`src/rtl/mux8_serializer.sv`:
```
// Parallel-to-serial front end for mux8x1: accepts 8-bit words over valid/ready
// and steps the mux select through all bit positions, BIT_CYCLES clocks each.
module mux8_serializer #(
   parameter int unsigned BIT_CYCLES = 1,
   parameter bit          MSB_FIRST  = 1'b0
) (
   input  logic       clk,
   input  logic       rst_n,
   input  logic       in_valid,
   input  logic [7:0] in_data,
   output logic       in_ready,
   output logic [7:0] x,
   output logic [2:0] sel,
   output logic       bit_valid,
   output logic       bit_last,
   output logic       done
);

   localparam int unsigned CW        = (BIT_CYCLES > 1) ? $clog2(BIT_CYCLES) : 1;
   localparam logic [CW-1:0] CNT_MAX = CW'(BIT_CYCLES - 1);
   localparam logic [2:0] SEL_FIRST  = MSB_FIRST ? 3'd7 : 3'd0;
   localparam logic [2:0] SEL_LAST   = MSB_FIRST ? 3'd0 : 3'd7;

   typedef enum logic {IDLE, SHIFT} state_t;

   state_t          r_state;
   state_t          w_state_nxt;
   logic [CW-1:0]   r_cnt;
   logic [CW-1:0]   w_cnt_nxt;
   logic [7:0]      r_x;
   logic [7:0]      w_x_nxt;
   logic [2:0]      r_sel;
   logic [2:0]      w_sel_nxt;
   logic            r_bit_valid;
   logic            r_bit_last;
   logic            r_done;
   logic            w_bit_valid_nxt;
   logic            w_bit_last_nxt;
   logic            w_done_nxt;
   logic            w_final;
   logic            w_accept;
   logic [2:0]      w_sel_step;

   // Last clock of the last bit: the only cycle a new word may load mid-stream
   assign w_final    = (r_state == SHIFT) && (r_sel == SEL_LAST) && (r_cnt == CNT_MAX);
   assign in_ready   = rst_n & ((r_state == IDLE) | w_final);
   assign w_accept   = in_valid & in_ready;
   assign w_sel_step = MSB_FIRST ? 3'(r_sel - 3'd1) : 3'(r_sel + 3'd1);

   always_ff @(posedge clk or negedge rst_n) begin
      if (!rst_n) begin
         r_state <= IDLE;
      end else begin
         r_state <= w_state_nxt;
      end
   end

   always_comb begin
      w_state_nxt     = r_state;
      w_cnt_nxt       = r_cnt;
      w_x_nxt         = r_x;
      w_sel_nxt       = r_sel;
      w_bit_valid_nxt = 1'b0;
      w_bit_last_nxt  = 1'b0;
      w_done_nxt      = 1'b0;

      case (r_state)
         IDLE: begin
            if (w_accept) begin
               w_state_nxt = SHIFT;
               w_x_nxt     = in_data;
               w_sel_nxt   = SEL_FIRST;
               w_cnt_nxt   = '0;
            end
         end
         SHIFT: begin
            if (w_final) begin
               if (w_accept) begin
                  w_x_nxt   = in_data;
                  w_sel_nxt = SEL_FIRST;
                  w_cnt_nxt = '0;
               end else begin
                  w_state_nxt = IDLE;
               end
            end else if (r_cnt == CNT_MAX) begin
               w_cnt_nxt = '0;
               w_sel_nxt = w_sel_step;
            end else begin
               w_cnt_nxt = CW'(r_cnt + 1'b1);
            end
         end
         default: w_state_nxt = IDLE;
      endcase

      // Flags describe the cycle being entered, so they are registered with it
      w_bit_valid_nxt = (w_state_nxt == SHIFT);
      w_bit_last_nxt  = w_bit_valid_nxt && (w_sel_nxt == SEL_LAST);
      w_done_nxt      = w_bit_last_nxt && (w_cnt_nxt == CNT_MAX);
   end

   always_ff @(posedge clk or negedge rst_n) begin
      if (!rst_n) begin
         r_cnt       <= '0;
         r_x         <= '0;
         r_sel       <= '0;
         r_bit_valid <= 1'b0;
         r_bit_last  <= 1'b0;
         r_done      <= 1'b0;
      end else begin
         r_cnt       <= w_cnt_nxt;
         r_x         <= w_x_nxt;
         r_sel       <= w_sel_nxt;
         r_bit_valid <= w_bit_valid_nxt;
         r_bit_last  <= w_bit_last_nxt;
         r_done      <= w_done_nxt;
      end
   end

   assign x         = r_x;
   assign sel       = r_sel;
   assign bit_valid = r_bit_valid;
   assign bit_last  = r_bit_last;
   assign done      = r_done;

endmodule

```
`config.mk`:
```
export PLATFORM = sky130hd
export DESIGN_NAME = mux8_serializer
export DESIGN_NICKNAME = d
export VERILOG_FILES = /design/src/rtl/mux8_serializer.sv
export SDC_FILE = /design/constraint.sdc
export NUM_CORES = 1
export LEC_CHECK = 0
export ABC_AREA = 1
export CAP_MARGIN = 5
export CORE_MARGIN = 5
export CORE_UTILIZATION = 44
export CTS_BUF_LIST = sky130_fd_sc_hd__clkbuf_2 sky130_fd_sc_hd__clkbuf_4 sky130_fd_sc_hd__clkbuf_8
export CTS_CLUSTER_SIZE = 8
export DETAILED_ROUTE_END_ITERATION = 12
export PLACE_DENSITY = 0.8
export SYNTH_ARGS = -nofsm -noshare
export SYNTH_HDL_FRONTEND = slang
export SYNTH_SLANG_ARGS = --single-unit
export TNS_END_PERCENT = 20
```
`constraint.sdc`:
```
create_clock -name clk -period 1.94 [get_ports clk]
set_clock_uncertainty 0.2 [all_clocks]
set_input_delay 0.388 -clock clk [delete_from_list [all_inputs] [get_ports clk]]
set_output_delay 0.388 -clock clk [all_outputs]
set_load 0.1 [all_outputs]
```
# After elaboration in Yosys (flattened, before gate mapping)
# Index checks and enable logic that the tools add are counted.
dict set report totals {
  ff_bits 15
  in_bits 11
  word_cells 35
}
dict set report classes {
  addsub 2
  eq_ne 3
  muxes 14
  n_bitwise 6
  n_reduce_logical 4
}
# cell count
set op_table {}
lappend op_table {{two-way mux 8 bit} 2}
lappend op_table {{one-hot mux 8 bit (2 select lines)} 1}
lappend op_table {{two-way mux 3 bit} 3}
lappend op_table {{== test 3 bit (second input constant)} 2}
lappend op_table {{one-hot mux 3 bit (2 select lines)} 1}
lappend op_table {{two-way mux 1 bit} 5}
lappend op_table {{logical AND 1 bit} 4}
lappend op_table {{one-hot mux 1 bit (2 select lines)} 2}
lappend op_table {{adder 3 x 1 -> 3 bit (second input constant)} 1}
lappend op_table {{inverter 1 bit} 3}
lappend op_table {{AND 1 bit} 2}
lappend op_table {{inequality test 2 x 1 -> 1 bit (second input constant)} 1}
lappend op_table {{adder 1 bit (second input constant)} 1}
lappend op_table {{bitwise OR 1 bit} 1}

# Longest topological paths before layout
dict set report depth {
  word_depth 12
  depth_mapped 8
}

# Worst setup path before layout
# No wires, ideal clock.
dict set report synth_timing {
  path_kind {reg2out}
  startpoint {reg r_sel[1], in the netlist sel[1]}
  endpoint {out in_ready}
  arrival_ns 2.867
  t_required_ns 1.352
  setup_slack_ns -1.515
  stages_incl_launch_ff 7
  path_cell_list {dfrtp_1 > ha_1 > ha_1 > nand2_2 > nand2_4 > inv_1 > nor2_1}
}
dict set report synth_between {
  elab_chain_len 5
}
# element line_no
set synth_lines {}
lappend synth_lines {{start, declared} 32} ;# logic [2:0] r_sel;
lappend synth_lines {{start signal, assigned} 112} ;# r_sel <= w_sel_nxt;
lappend synth_lines {{== test 3 bit} 45} ;# assign w_final = (r_state == SHIFT) && (r_sel == SEL_LAST) && (r_cnt == CNT_MAX);
lappend synth_lines {{logical AND 1 bit (2 in a row)} 45}
lappend synth_lines {{bitwise OR 1 bit} 46} ;# assign in_ready = rst_n & ((r_state == IDLE) | w_final);
lappend synth_lines {{AND 1 bit} 46}
lappend synth_lines {{end, declared} 11} ;# output logic in_ready,
# Every way passes these cells.

# Final worst setup path
dict set report layout_timing {
  startpoint {reg r_sel[0], in the netlist sel[0]}
  endpoint {out in_ready}
}
# Same word-level chain as after synthesis.

==> out/qor.yml <==
max_slew_margin: 0.815
track_usage: 0.155
drv_slew: 0
synth_area_leaders: "dfrtp_1 55%, nand2_1 8.8%, inv_1 8.3%, o21ai_1 5.9%, nor2_1 4.4%"
worstSetupPathType: "register to primary output"
max_stage_delay_ns: 0.50
die_h_microns: 49.3
postCtsHoldBufs: 0
fillers: 74
synth.top_cell.area_share: 0.552
r2r_start: "sel[0]$_DFF_PN0_"
antenna_found_initial: 0
critPathSlowestCell: "dfrtp_4"
r2r_end: "bit_last$_DFF_PN0_"
grt_pass1_wl_microns: 2840
setup_violations: 1
final_layout_size_suffix_gt1_frac: 0.367
synthArstFlopShare: 1.00
fmax_ghz: 0.476
setup_slack_ns: -0.160
fin_nets: 123
synthCells: 76
dpl.hpwl_microns: 1270
syn_to_final_growth_pct: 79.9
cts_buffer_depth: 2
clkSlewWorstSetupHoldPaths_ns: 0.09
syn_nets: 89
hold_path.class: "input pin to async pin"
drt_iter0_drc: 16
io_buffers: 25
tightest_slew_ns: 0.278
synth_area_sq_um: 679
cp_data_arrival_time_ns: 1.51
start_kind: "register"
avgRoutedWirePerCell_microns: 13.6
place_congestion: 0.802
synth_common_cells: "16 x nand2_1, 15 x dfrtp_1, 15 x inv_1"
yosysTopAreaCell: "dfrtp_1"
period_needed_ns: 2.10
synth.most_common_cell: "nand2_1"
start_util: 0.456
drcViolationCount: 0
cts_sinks: 15
rr_worst_depth: 9
die-area_sq_um: 2430
worst-path-buf-inv: 2
tns_ns: -0.160
hold_viol: 0
grt_start_max_net_pins: 22
yosys.cell_types.count: 14
routed_via_density: 4.81
drt_pass1_iterations: 4
wl_microns: 1700
clk_latency_ns: 0.28
outcome: "finished with violations"
synth_seq_cells: 15
root_buffer: "clkbuf_4"
r2r_slack_ns: 0.04
rsz0062_at_grt: "yes"
multiInputGateArea_sq_um: 280
critical-path-top-delay-family: "flip-flops"
endpoint_kind: "primary output"
cp.required_ns: 1.35
syn-mean-instance-area_sq_um: 8.94
coreArea_sq_um: 1490
die_w_microns: 49.3
grt_overflow_total: 0
finalCritPeriodShare: 1.08
num_antenna_cells: 0
violations: "negative setup slack"
htreeDepth: 1
crit_chain: "ha_4 > ha_4 > nand2_4 > nand2_4 > inv_4 > nor2_4 > buf_12"
grt_pass1_vias: 583
synthFlopType: "dfrtp_1"
numCtsBuffers: 3
ys_warn_count: 0
ant_nets: 0
synth-edff-count: 0
maxCapViolCount: 0
cts_tree: "built"
regArea_sq_um: 387
io_pins: 26
ys_seq_area_frac: 0.552
num_vias: 601
cp_max_fo: 2
num_rows: 14
layout make-up:
type | count | share of cell area
Clock inverter | 1 | 0.00409
Inverter | 16 | 0.0512
Sequential cell | 15 | 0.316
Timing Repair Buffer | 31 | 0.364
Clock buffer | 3 | 0.0184
Tap cell | 16 | 0.0164
Multi-Input combinational cell | 43 | 0.229
cell families (layout without fill, tap and decap cells):
group | after synthesis | count (layout) | synth area share
buf+inv | 18 | 51 | 0.122
simple gates | 32 | 32 | 0.223
fa+ha+maj | 2 | 2 | 0.0368
compound gates | 9 | 9 | 0.0663
flops | 15 | 15 | 0.552
layout by cell type, fill, tap and decap left out:
cell              n
nand2_1          16
buf_12           15
inv_1            14
dfrtp_1          12
clkdlybuf4s50_1  10
o21ai_1           7
buf_4             6
nor2_1            5
nand3_1           3
clkbuf_4          3
dfrtp_4           3
nand2_4           2
nand3_4           2
nor2_2            2
ha_4              2
inv_2             1
nand4_1           1
inv_4             1
o21ai_0           1
nor2_4            1
o21ai_2           1
clkinv_2          1
per-layer routing:
layer | track usage | vias up | part of all wire
li1 | - | 297 | -
met1 | 0.196 | 284 | 0.37
met2 | 0.260 | 16 | 0.57
met3 | 0.0275 | 4 | 0.041
met4 | 0.0538 | 0 | 0.018
met5 | 0 | - | 0
per-stage QoR:
stage	utilization	hold WS, ns	area, sq um	setup slack (ns)	instances
finish	0.821	0.241	1220	-0.160	125
global route	0.821	0.239	1220	-0.203	125
floorplan	-	-0.108	726	-0.264	76
global placement	0.760	0.335	1130	0.0689	116
CTS	0.793	0.244	1180	-0.148	123
detailed placement	0.760	0.352	1130	0.0219	116
repair_timing:
action                     4_1_cts  5_1_grt
resized for setup                0        6
buffers inserted                 3        2
pin swaps                        0        3
setup endpoints to repair        1        1
worst max path at each step:
stage | startpoint | endpoint | slack [ns] | cells past startpoint
floorplan | sel[1]$_DFF_PN0_ | in_ready | -0.26 | 6
detailed placement | rst_n | bit_last$_DFF_PN0_ | 0.02 | 5
CTS | sel[0]$_DFF_PN0_ | in_ready | -0.15 | 7
global placement | rst_n | done$_DFF_PN0_ | 0.07 | 5
global route | sel[0]$_DFF_PN0_ | in_ready | -0.20 | 7
finish | sel[0]$_DFF_PN0_ | in_ready | -0.16 | 7
flip-flops by register name, summed over array words and instances, names as in the netlist:
| register | count |
|---|---|
| bit_last | 1 |
| bit_valid | 1 |
| done | 1 |
| r_cnt | 1 |
| sel | 3 |
| x | 8 |
Power is not shown: default switching activity piles up to over one toggle a cycle in this logic, so the estimate is an artifact.
